[src/rtl/fifo_nibble_tx.sv]
// Nibble FIFO read-side drain: pops words and sends them as UART frames on tx.
// Optional even-parity bit after the data field: define FIFO_TX_PARITY_EN.
module fifo_nibble_tx #(
  parameter int DATA_WIDTH   = 4,
  parameter int CLKS_PER_BIT = 8,
  parameter int RD_LAT       = 1
) (
  input  logic                  clk,
  input  logic                  reset,
  input  logic                  en,
  input  logic                  empty,
  input  logic [DATA_WIDTH-1:0] rdata,
  output logic                  rinc,
  output logic                  tx,
  output logic                  busy,
  output logic                  frame_done
);

  localparam int BW = $clog2(CLKS_PER_BIT);
  localparam int WW = (RD_LAT > 1) ? $clog2(RD_LAT) : 1;
  localparam int IW = (DATA_WIDTH > 1) ? $clog2(DATA_WIDTH) : 1;

  localparam logic [BW-1:0] BAUD_TC = BW'(CLKS_PER_BIT - 1);
  localparam logic [WW-1:0] WAIT_TC = WW'(RD_LAT - 1);
  localparam logic [IW-1:0] IDX_TC  = IW'(DATA_WIDTH - 1);

  localparam logic [2:0] S_IDLE   = 3'd0;
  localparam logic [2:0] S_POP    = 3'd1;
  localparam logic [2:0] S_WAIT   = 3'd2;
  localparam logic [2:0] S_START  = 3'd3;
  localparam logic [2:0] S_DATA   = 3'd4;
`ifdef FIFO_TX_PARITY_EN
  localparam logic [2:0] S_PARITY = 3'd5;
`endif
  localparam logic [2:0] S_STOP   = 3'd6;

  logic [2:0]            state;
  logic [2:0]            state_nxt;
  logic [BW-1:0]         baud;
  logic [WW-1:0]         wcnt;
  logic [IW-1:0]         idx;
  logic [IW-1:0]         idx_nxt;
  logic [DATA_WIDTH-1:0] data;
  logic                  tx_nxt;
  logic                  baud_tc;
  logic                  wait_tc;
  logic                  pop_ok;
  logic                  in_bit;

  assign baud_tc = (baud == BAUD_TC);
  assign wait_tc = (wcnt == WAIT_TC);
  assign pop_ok  = en && !empty;

  assign in_bit = (state == S_START)
`ifdef FIFO_TX_PARITY_EN
               || (state == S_PARITY)
`endif
               || (state == S_DATA)
               || (state == S_STOP);

  assign busy       = (state != S_IDLE);
  assign frame_done = (state == S_STOP) && baud_tc;

  always_comb begin
    state_nxt = state;
    idx_nxt   = idx;
    case (state)
      S_IDLE: begin
        if (pop_ok) state_nxt = S_POP;
      end
      S_POP: begin
        state_nxt = S_WAIT;
      end
      S_WAIT: begin
        if (wait_tc) state_nxt = S_START;
      end
      S_START: begin
        if (baud_tc) state_nxt = S_DATA;
      end
      S_DATA: begin
        if (baud_tc) begin
          if (idx == IDX_TC) begin
            idx_nxt = '0;
`ifdef FIFO_TX_PARITY_EN
            state_nxt = S_PARITY;
`else
            state_nxt = S_STOP;
`endif
          end else begin
            idx_nxt = idx + IW'(1);
          end
        end
      end
`ifdef FIFO_TX_PARITY_EN
      S_PARITY: begin
        if (baud_tc) state_nxt = S_STOP;
      end
`endif
      S_STOP: begin
        if (baud_tc) state_nxt = pop_ok ? S_POP : S_IDLE;
      end
      default: state_nxt = S_IDLE;
    endcase
  end

  // tx is computed for the state being entered so the line is registered
  always_comb begin
    tx_nxt = 1'b1;
    case (state_nxt)
      S_START: tx_nxt = 1'b0;
      S_DATA:  tx_nxt = data[idx_nxt];
`ifdef FIFO_TX_PARITY_EN
      S_PARITY: tx_nxt = ^data;
`endif
      default: tx_nxt = 1'b1;
    endcase
  end

  always_ff @(posedge clk or posedge reset) begin
    if (reset) begin
      state <= S_IDLE;
      baud  <= '0;
      wcnt  <= '0;
      idx   <= '0;
      data  <= '0;
      tx    <= 1'b1;
      rinc  <= 1'b0;
    end else begin
      state <= state_nxt;
      idx   <= idx_nxt;
      tx    <= tx_nxt;
      rinc  <= (state_nxt == S_POP);
      if (in_bit) begin
        baud <= baud_tc ? '0 : baud + BW'(1);
      end else begin
        baud <= '0;
      end
      if (state == S_WAIT) begin
        wcnt <= wait_tc ? '0 : wcnt + WW'(1);
      end else begin
        wcnt <= '0;
      end
      if (state == S_WAIT && wait_tc) begin
        data <= rdata;
      end
    end
  end

endmodule
[config.mk]
export PLATFORM = sky130hd
export DESIGN_NAME = fifo_nibble_tx
export DESIGN_NICKNAME = d
export VERILOG_FILES = /design/src/rtl/fifo_nibble_tx.sv
export SDC_FILE = /design/constraint.sdc
export NUM_CORES = 1
export LEC_CHECK = 0
export ABC_AREA = 1
export BUFFER_PORTS_ARGS = -buffer_cell sky130_fd_sc_hd__buf_2
export CORE_MARGIN = 8
export CORE_UTILIZATION = 47
export DETAILED_ROUTE_END_ITERATION = 16
export GPL_ROUTABILITY_DRIVEN = 0
export PLACE_DENSITY_LB_ADDON = 0.05
export SYNTH_ARGS = -nofsm -noshare
export SYNTH_HDL_FRONTEND = slang
export SYNTH_SLANG_ARGS = --single-unit
[constraint.sdc]
create_clock -name clk -period 1.24 [get_ports clk]
set_input_delay 0.124 -clock clk [delete_from_list [all_inputs] [get_ports clk]]
set_output_delay 0.124 -clock clk [all_outputs]
set_load 0.01 [all_outputs]
-- Word level (Yosys, flattened, before mapping)
Cells that the tools add are included.
Widths: inputs -> output; s select.
- register bits: 15
- input port bits: 8
- output and inout port bits: 4
- word-level logic and storage cells: 48
- add/sub/neg operators: 3
- magnitude comparators: 1
- eq/ne operators: 10
- mux-type cells: 18
- bitwise operators: 1
- reduce and logical (&&, ||, !) cells: 8
- operators by type and width (operator ; number):
    $mux 3 ; 8
    $pmux 3 s6 ; 1
    $eq 3x3->1 const B ; 4
    $eq 3x2->1 const B ; 3
    $eq 3x1->1 const B ; 2
    $mux 2 ; 3
    $mux 1 ; 4
    $add 3x1->3 const B ; 1
    $logic_and 1x1->1 ; 3
    $logic_not 3->1 ; 1
    $lt 2x3->1 const B ; 1
    $reduce_bool 3->1 ; 1
    $add 2x1->2 const B ; 1
    $bmux 1 s2 ; 1
    $eq 2x2->1 const B ; 1
    $logic_or 1x1->1 ; 2
    $pmux 1 s2 ; 1
    $add 1x1->1 const B ; 1
    $logic_not 1->1 ; 1
    $not 1->1 ; 1

-- Longest topological paths before layout
Gate-level depths: netlist of the first run.
- word-level depth: 7
- mapped depth: 10
- depth with buffers taken out: 10

-- Worst setup path before layout of the first run
OpenSTA, ideal clock, no wires.
- path kind: reg2reg
- from: register baud[0]
- to: register tx
- setup time: 0.077 ns
- data arrival time: 1.286 ns
- data required time: 1.163 ns
- slack: -0.123 ns
- cell stages (with the launch flop): 11
- buffers on the path: 0
- clock period less this slack: 1.363 ns
- cell sequence: dfrtp_1 -> ha_1 -> ha_1 -> nand3_2 -> nand2_1 -> nand2_1 -> nand2_1 -> nand3_1 -> nand2_1 -> nand2_1 -> nand2_1
- word-level cells in the longest chain between the ends: 6
- elaborated cells between the ends (all ways): 12
- those cells by class: eq/ne: 3; mux: 9
- RTL lines (element ; line ; source):
    start, declared ; 39 ; logic [BW-1:0] baud;
    start signal, assigned ; 134 ; baud <= baud_tc ? '0 : baud + BW'(1);
    $eq 3x3->1 ; 50 ; assign baud_tc = (baud == BAUD_TC);
    $mux 2 ; 81 ; if (baud_tc) begin
    $mux 2 ; 67 ; case (state)
    net idx_nxt[0] ; 42 ; logic [IW-1:0] idx_nxt;
    $bmux 1 s2 ; 111 ; S_DATA: tx_nxt = data[idx_nxt];
    $mux 1 (not written as such) ; 111 ;
    $pmux 1 s2 ; 109 ; case (state_nxt)
    net tx_nxt ; 44 ; logic tx_nxt;
    end signal, assigned ; 131 ; tx <= tx_nxt;
    end, declared ; 14 ; output logic tx,
The timed path passes the listed nets, and every way through them passes these cells. The select of a mux whose other input is x is not followed.
A chain may end at the register's enable or synchronous reset.

-- Worst setup path in the final report of the first run
- from: register baud[0]
- to: output frame_done
- word-level cells in the longest chain between the ends: 2
- RTL lines (element ; line ; source):
    $eq 3x3->1 ; 50 ;
    $logic_and 1x1->1 ; 62 ; assign frame_done = (state == S_STOP) && baud_tc;
    end, declared ; 16 ; output logic frame_done
Every way passes these cells.

==> metrics, run 1 <==
WP data arrival 1.30 ns; Placement Rows 14; Worst Skew around 0.0048 ns; CP max-delay cell dfrtp_1; ys flop type dfrtp_1; Syn. warnings 0; footprint of the multi-input gates 399 um2; Die Y approximately 56 um; fmax 704 MHz; CTS Buffer Depth 2; Core ar. 0.00149 mm2; final instance area roughly 0.0011 mm2; crit path kind flop to output port; run status finished with violations; Leak 0.559 nW; CTS tree done; number of antenna violations at the first check in global routing 0; most frequent CP cell ha_4; Final period util 115%; TritonRoute pass-1 iters 4; routed vias/inst 4.98; nets@finish ~130; worst-path cell chain ha_4, ha_4, inv_2, nor2_1, buf_2; P&R area growth vs syn 44.3%; most frequent cell after synthesis inv_1; Worst-path clk slew approximately 0.09 ns; Post-Syn Area 734 um2; DRC errors left 0; Synth top cells by count inv_1, nand2_1, dfrtp_1, nor2_1, nand3_1; Placement Cell Area 902 um2; Starting Density 49.3%; overall global routing resource usage 9.84%; first-pass GRT wire length 2.53 mm; WP buf/inv 2; CTS Buf Count 3; drt wl/cell 12.0 um; Tot Pwr 0.841 mW; fraction of the yosys area taken by sequential cells 47.9%; cell family with most CP delay flip-flops; share of post-route cells with drive strength above 1 44.2%; vias in the first global route roughly 670; slack of the worst reg-to-reg path -0.13 ns; clk root buf clkbuf_4; reg2reg path depth 10; Worst-Skew Late Latency 0.29 ns; Crit path depth 5; Max Slew Vio Count 0; Hold Violations, Final 0; PD cells ~790 mW/mm2; H-tree depth 1; Syn Inst Count 91; Hold Path Cell Cnt 3; antenna-violating nets left 0; DRT Wirelength 1.63 mm; Worst Hold Class primary input to flop; asr flop ratio synth 100%; DP Cell Count 125; Worst path max stage delay approximately 0.42 ns; Synth Register Bits 14; Initial DRC Count 8; die area 0.00308 mm2; average cell area after synthesis 8.07 um2; Tmin final about 1.4 ns; violated checks negative setup slack; Ports 12; Finished Layout Cells roughly 140; GRT overflow 0; Reg-to-Reg End tx; ant diodes 0; reg2reg start baud[0]; transition time of the tightest slew-check pin between 0.5 and 0.6 ns; post-synth top area cell dfrtp_1; clk sinks 14; Worst setup EP type output port; WP data required 1.12 ns; Hold Startpoint rdata[0]; CP startpoint kind flop; Reg area 353 um2; maximum number of pins on one net before global-route repair 15; CP max FO 5; syn_nets 103; Critical Path Sink frame_done; Yosys top cell area share between 40% and 50%; slew margin rel. 64.3%; RSZ-0062 raised after global routing true; EDFF count, synth 0; count of different cell masters after synthesis 17; CP startpoint baud[0]; VDD IR max approximately 0.62 mV; Fill cells approximately 110; Die Wd ~56 um; fin worst setup slack -0.181 ns; vias 677; placed wire-length estimate 1.12 mm; max cap viols 0; Setup Viol. Count Final 5; I/O Buffers 11; top post-synthesis cells by area dfrtp_1, inv_1, nand2_1
==> how the worst min path moves through the flow <==
stage,slack (ns),end
floorplan,0.01,baud[0]
global placement,0.19,baud[2]
CTS,0.08,data[0]
detailed placement,0.20,data[1]
global route,0.10,data[2]
finish,0.08,data[0]
==> power by group <==
group / leakage, nW / switching [mW] / internal, mW
logic: 0.379 / 0.0207 / 0.0169
registers: 0.159 / 0.00153 / 0.463
clock network: 0.0210 / 0.159 / 0.179
==> metrics by stage <==
| step | hold slack, ns | utilization, % | setup TNS, ns | setup slack (ns) |
|---|---|---|---|---|
| after global routing | 0.102 | 71.2 | -0.978 | -0.255 |
| after CTS | 0.0768 | 65.0 | -0.452 | -0.182 |
| after floorplan | 0.0125 | - | -0.0212 | -0.0212 |
| after global placement | 0.188 | 60.6 | -0.125 | -0.109 |
| after detailed placement | 0.198 | 60.6 | -0.137 | -0.110 |
| final | 0.0790 | 71.2 | -0.519 | -0.181 |
==> state kept, by name (all words and copies together), names as in the netlist <==
signal,flops
rinc,1
baud,3
tx,1
data,4
idx,2
state,3
==> per-layer routing <==
layer	wire [um]	track usage (%)	vias to the layer above
met2	763	16.3	13
met3	58	3.20	5
met4	27	4.23	0
met5	0	0	-
li1	-	-	345
met1	780	11.2	314
==> cell type report <==
type / instances / share of cell area (%)
clock buffers: 4 / 3.42
well taps: 16 / 1.89
flip-flops and latches: 14 / 33.3
inverters: 19 / 6.73
multi-input cells: 58 / 37.7
repair buffers: 25 / 17.0
==> cells in the final DEF (no fill, tap or decap), drive strengths merged <==
cell and count:
a21oi 7, buf 24, clkbuf 4, dfrtp 13, dfstp 1, dlygate4sd3 1
ha 4, inv 19, nand2 14, nand3 10, nand3b 1, nand4 2
nor2 15, nor3 1, o21ai 4
==> cell families after synthesis <==
group                    count (synthesis)  share of synthesized area, %
adder cells (fa/ha/maj)                  4                          6.81
AND/OR/NAND/NOR                         43                          27.6
flip-flops                              14                          47.9
AO/OA/AOI/OAI                           11                          8.01
buffers and inverters                   19                          9.71
==> worst min-delay path: cells and delay by family <==
| kind | cells | cell delay [ns] |
|---|---|---|
| AO/OA/AOI/OAI | 1 | 0.10 |
| buffers and inverters | 1 | 0.07 |
| AND/OR/NAND/NOR | 1 | 0.03 |
==> repair_timing <==
action / CTS / global route
resized for setup: 2 / 18
hold buffers: 1 / 0
setup buffers: 2 / 5
endpoints found under the setup margin: 5 / 12
pin swaps: 5 / 9
cloned: 0 / 0
endpoints found under the hold margin: 13 / 0
(Power assumes the default switching activity.)
==> run 2: changes to the inputs <==
--- a/config.mk
+++ b/config.mk
@@ -11,6 +11,7 @@
 export CORE_UTILIZATION = 47
 export DETAILED_ROUTE_END_ITERATION = 16
 export GPL_ROUTABILITY_DRIVEN = 0
+export HOLD_SLACK_MARGIN = 0.12
 export PLACE_DENSITY_LB_ADDON = 0.05
 export SYNTH_ARGS = -nofsm -noshare
 export SYNTH_HDL_FRONTEND = slang
==> run 2 against run 1 <==
Compared with the run above:
- hold slack improved by 0.046 ns
- via count grew 6.6%
- core utilization grew 5.0 points
- design area rose by 7.1%
- wire length increased by 8.8%
- fmax about the same
- clock power rose by 2%
- sequential cell count stayed put
- sequential share of layout area down 2.2 points
- the flow still finishes with violations (negative setup slack)
- non-clock buffer count rose by 6
- power is 2.3% higher
- critical path depth is the same
==> metrics, run 2 (synthesis results as in run 1) <==
run status finished with violations; violated checks negative setup slack; Worst Hold Class primary input to flop; Tot Pwr 0.860 mW (+2.3%); VDD IR max 0.641 mV (+2.6%); Initial DRC Count 19 (+11); CP max-delay cell dfrtp_1; Max Slew Vio Count 0 (unchanged); transition time of the tightest slew-check pin 0.542 ns (+0.00682 ns); Core ar. 0.00149 mm2 (unchanged); die area 0.00308 mm2 (unchanged); drt wl/cell 12.5 um (+4.2%); Worst-Skew Late Latency 0.29 ns (about the same); Worst setup EP type output port; Largest regs data: 4 flops, baud: 3 flops, state: 3 flops; routed vias/inst 5.08 (+2.1%); Crit path depth 5 (unchanged); Final period util 115% (about the same); Leak 0.586 nW (+4.9%); slew margin rel. 63.9% (-0.46 points); WP buf/inv 2 (unchanged); GRT overflow 0 (unchanged); DRT Wirelength 1.77 mm (+8.8%); cell family with most CP delay flip-flops; Finished Layout Cells 142 (+4.4%); vias 722 (+6.6%); Hold Path Cell Cnt 3 (unchanged); Die Wd 55.5 um (unchanged); Ports 12 (unchanged); Tmin final 1.42 ns (+0.000668 ns); slack of the worst reg-to-reg path -0.15 ns (-0.02 ns); I/O Buffers 11 (unchanged); CTS Buf Count 3 (unchanged); P&R area growth vs syn 54.5%; CP max FO 5 (unchanged); H-tree depth 1 (unchanged); overall global routing resource usage 10.4% (+0.60 points); WP data arrival 1.30 ns (about the same); TritonRoute pass-1 iters 7 (+3); maximum number of pins on one net before global-route repair 15 (unchanged); worst-path cell chain ha_4, ha_4, inv_2, nor2_1, buf_2; max cap viols 0 (unchanged); antenna-violating nets left 0 (unchanged); fin worst setup slack -0.182 ns (-0.000668 ns); CTS tree done; nets@finish 139 (+4.5%); crit path kind flop to output port; first-pass GRT wire length 2.69 mm (+6.3%); Largest Register data; Setup Viol. Count Final 5 (unchanged); PD cells 758 mW/mm2 (-4.5%); number of antenna violations at the first check in global routing 0 (unchanged); WP data required 1.12 ns (about the same); Fill cells 101 (-7.3%); Hold Violations, Final 0 (unchanged); Starting Density 49.3% (unchanged); CTS Buffer Depth 2 (unchanged); share of post-route cells with drive strength above 1 44.4% (+0.28 points); vias in the first global route 687 (+3.3%); DRC errors left 0 (unchanged); reg2reg start baud[0]; reg2reg path depth 8 (-2); clk root buf clkbuf_4; Worst-path clk slew 0.09 ns (about the same); most frequent CP cell ha_4; most common cell after layout, fill and taps aside inv_1; Placement Rows 14 (unchanged); DP Cell Count 125 (unchanged); clk sinks 14 (unchanged); fmax 703 MHz (about the same); CP startpoint kind flop; Hold Startpoint empty; placed wire-length estimate 1.12 mm (unchanged); most frequent cells in the layout inv_1, dfrtp_1, buf_4; Reg-to-Reg End idx[1]; Die Y 55.5 um (unchanged); Worst Hold Path EP rinc; RSZ-0062 raised after global routing true; ant diodes 0 (unchanged); max reg flops 4 (unchanged); Worst Skew 0.00909 ns (+0.00434 ns); Worst path max stage delay 0.42 ns (about the same)
-- run 2: changes by cell type in the layout (fill, tap and decap cells not counted), sizes merged --
| cell | delta |
|---|---|
| buf | +1 |
| dlygate4sd3 | +5 |
-- run 2: routing by layer --
metal,share of wire [%],up-vias,global-route usage (%),wire length (um)
met2,46,20,17.1,823
li1,-,356,-,-
met3,5.2,5,3.42,92
met5,0,-,0,0
met4,1.4,0,4.23,24
met1,47,341,12.1,831
-- run 2: layout make-up --
type | count | area (um2) | share of cell area, %
Clock buffer | 4 | 36.3 | 3.20
Multi-Input combinational cell | 58 | 417 | 36.7
Tap cell | 16 | 20.0 | 1.76
Timing Repair Buffer | 31 | 238 | 20.9
Sequential cell | 14 | 353 | 31.1
Inverter | 19 | 71.3 | 6.28
-- run 2: power by group --
part           switching, mW  total (mW)  leakage [nW]  internal, mW
sequential           0.00155       0.465         0.159         0.463
clock                  0.165       0.344        0.0210         0.179
combinational         0.0235      0.0507         0.406        0.0272
-- run 2: worst min-delay path, delay by kind of cell --
kind,cells,cell delay [ns]
AND/OR/NAND/NOR,1,0.12
buffers and inverters,1,0.07
AO/OA/AOI/OAI,1,0.06
-- run 2: metrics by stage --
step	cell area [um2]	utilization [%]	worst slack (ns)	setup TNS (ns)	hold slack, ns
2_1_floorplan	774	-	-0.0212	-0.0212	0.0125
3_3_place_gp	902	60.6	-0.109	-0.125	0.188
3_5_place_dp	902	60.6	-0.110	-0.137	0.198
4_1_cts	1020	68.3	-0.182	-0.452	0.120
5_1_grt	1130	76.2	-0.262	-1.14	0.123
6_report	1130	76.2	-0.182	-0.571	0.125
-- run 2: worst max path at each step --
stage,start,endpoint,slack [ns]
2_1_floorplan,baud[0],tx,-0.02
3_5_place_dp,baud[0],tx,-0.11
4_1_cts,baud[0],frame_done,-0.18
3_3_place_gp,baud[0],tx,-0.11
5_1_grt,state[0],frame_done,-0.26
6_report,baud[0],frame_done,-0.18
-- run 2: repair_timing --
item / 4_1_cts / 5_1_grt
setup endpoints to repair: 5 / 13
buffers inserted: 2 / 6
gates resized for setup: 2 / 23
hold endpoints to repair: 18 / 0
pin swaps: 5 / 11
hold buffers: 6 / 0
==> run 3: changes to the inputs <==
--- a/config.mk
+++ b/config.mk
@@ -13,6 +13,7 @@
 export GPL_ROUTABILITY_DRIVEN = 0
 export HOLD_SLACK_MARGIN = 0.12
 export PLACE_DENSITY_LB_ADDON = 0.05
+export RECOVER_POWER = 100
 export SYNTH_ARGS = -nofsm -noshare
 export SYNTH_HDL_FRONTEND = slang
 export SYNTH_SLANG_ARGS = --single-unit
==> run 3 against run 2 <==
Compared with the run above:
- the run still ends with negative setup slack left
- combinational power about the same
- fmax unchanged
- critical endpoint unchanged
- cell count unchanged
- sequential share of layout area increased by 0.069 points
- sequential cell count is the same
- sequential power barely moved
- via count did not move
- clock-buffer cell count stayed put
- critical path depth is the same
- register-to-register slack about the same
- largest power group unchanged
- die area stayed put
==> metrics, run 3 (synthesis results as in run 1) <==
Largest regs data: 4 flops, baud: 3 flops, state: 3 flops; Tmin final 1.42 ns (unchanged); max cap viols 0 (unchanged); Starting Density 49.3% (unchanged); H-tree depth 1 (unchanged); ant diodes 0 (unchanged); Finished Layout Cells 142 (unchanged); antenna-violating nets left 0 (unchanged); most common cell after layout, fill and taps aside inv_1; Worst Hold Class primary input to flop; Final period util 115% (unchanged); CP max-delay cell dfrtp_1; transition time of the tightest slew-check pin 0.539 ns (-0.00223 ns); routed vias/inst 5.08 (unchanged); most frequent CP cell ha_4; clock share of power 40.1% (about the same); P&R area growth vs syn 54.2%; maximum number of pins on one net before global-route repair 15 (unchanged); switching part of the total 22.2% (about the same); TritonRoute pass-1 iters 7 (unchanged); VDD IR max 0.641 mV (about the same); WP data required 1.12 ns (about the same); worst-path cell chain ha_4, ha_4, inv_2, nor2_1, buf_2; max reg flops 4 (unchanged); GRT overflow 0 (unchanged); Setup Viol. Count Final 5 (unchanged); WP data arrival 1.30 ns (about the same); hold_ws 0.125 ns (unchanged); nets@finish 139 (unchanged); Max Slew Vio Count 0 (unchanged); Largest Register data; Reg power frac 54.1% (about the same); share of post-route cells with drive strength above 1 42.9% (-1.6 points); Reg area 353 um2 (unchanged); Combinational Power Share 5.9% (about the same); Worst-path clk slew 0.09 ns (about the same); Placement Cell Area 902 um2 (unchanged); Fill cells 103 (+2.0%); DRC errors left 0 (unchanged); run status finished with violations; overall global routing resource usage 10.4% (unchanged); die area 0.00308 mm2 (unchanged); clk root buf clkbuf_4; DP Cell Count 125 (unchanged); I/O Buffers 11 (unchanged); first-pass GRT wire length 2.69 mm (unchanged); Worst path max stage delay 0.42 ns (about the same); Fin Setup TNS -0.571 ns (-0.000187 ns); Initial DRC Count 19 (unchanged); DP Worst Slack -0.110 ns (unchanged); violated checks negative setup slack; CTS tree done; cell family with most CP delay flip-flops; number of antenna violations at the first check in global routing 0 (unchanged); Ports 12 (unchanged); fmax 703 MHz (unchanged); WP buf/inv 2 (unchanged); Die Wd 55.5 um (unchanged); CTS Buf Count 3 (unchanged); Worst-Skew Late Latency 0.29 ns (about the same); Tot Pwr 0.860 mW (about the same); placed wire-length estimate 1.12 mm (unchanged); final instance area 0.00113 mm2 (-0.22%); CP max FO 5 (unchanged); fin worst setup slack -0.182 ns (unchanged); footprint of the multi-input gates 417 um2 (unchanged); Worst Skew 0.00909 ns (unchanged); Die Y 55.5 um (unchanged); Leak 0.581 nW (-0.94%); drt wl/cell 12.5 um (unchanged); most frequent cells in the layout inv_1, dfrtp_1, buf_4; final core utilization 76.1% (-0.17 points); Core ar. 0.00149 mm2 (unchanged); Worst setup EP type output port; PD cells 759 mW/mm2 (+0.22%); DRT Wirelength 1.77 mm (unchanged); internal power 0.669 mW (unchanged); CTS Buffer Depth 2 (unchanged); Hold Violations, Final 0 (unchanged); Placement Rows 14 (unchanged); slew margin rel. 64.0% (+0.15 points); RSZ-0062 raised after global routing true; crit path kind flop to output port; CP startpoint kind flop; clk sinks 14 (unchanged); vias 722 (unchanged); NetSw 0.190 mW (about the same); vias in the first global route 687 (unchanged)
## run 3: cell types whose count changed in the layout (fill, tap and decap cells not counted)
cell / delta
buf_2: -2
clkbuf_1: +2
## run 3: path summary, 6_finish.rpt
check,start,to,slack [ns],depth (start not counted)
min,empty,rinc,0.12,3
max reg2reg,baud[0],idx[1],-0.15,8
max in group asynchronous,reset,state[2],0.44,3
min in group asynchronous,reset,data[1],0.42,3
min reg2reg,data[0],data[0],0.52,2
max,baud[0],frame_done,-0.18,5
## run 3: cell type report
| cell class | instances | area share, % |
|---|---|---|
| clock buffers | 4 | 3.20 |
| inverters | 19 | 6.30 |
| multi-input cells | 58 | 36.8 |
| flip-flops and latches | 14 | 31.2 |
| well taps | 16 | 1.77 |
| repair buffers | 31 | 20.8 |
## run 3: power groups by stage
stage                     clock [mW]  combinational, mW  sequential, mW
after floorplan                    0             0.0197           0.473
after detailed placement           0             0.0356           0.474
final                          0.344             0.0506           0.465
after global routing           0.372             0.0574           0.466
after global placement             0             0.0346           0.474
after CTS                      0.345             0.0505           0.465
## run 3: worst min-delay path, delay by kind of cell
kind	cells	cell delay, ns
compound gates	1	0.06
buf+inv	1	0.07
simple gates	1	0.12
## run 3: metal layers
layer,track usage [%],vias up,routed length [um]
li1,-,356,-
met1,12.1,341,830
met2,17.1,20,823
met3,3.42,5,93
met4,4.23,0,24
met5,0,-,0
## run 3: what timing repair did
action	4_1_cts	5_1_grt
setup endpoints to repair	5	13
pin swaps	5	11
hold buffers	6	0
gates resized for setup	2	23
hold endpoints to repair	18	0
buffers inserted	2	6
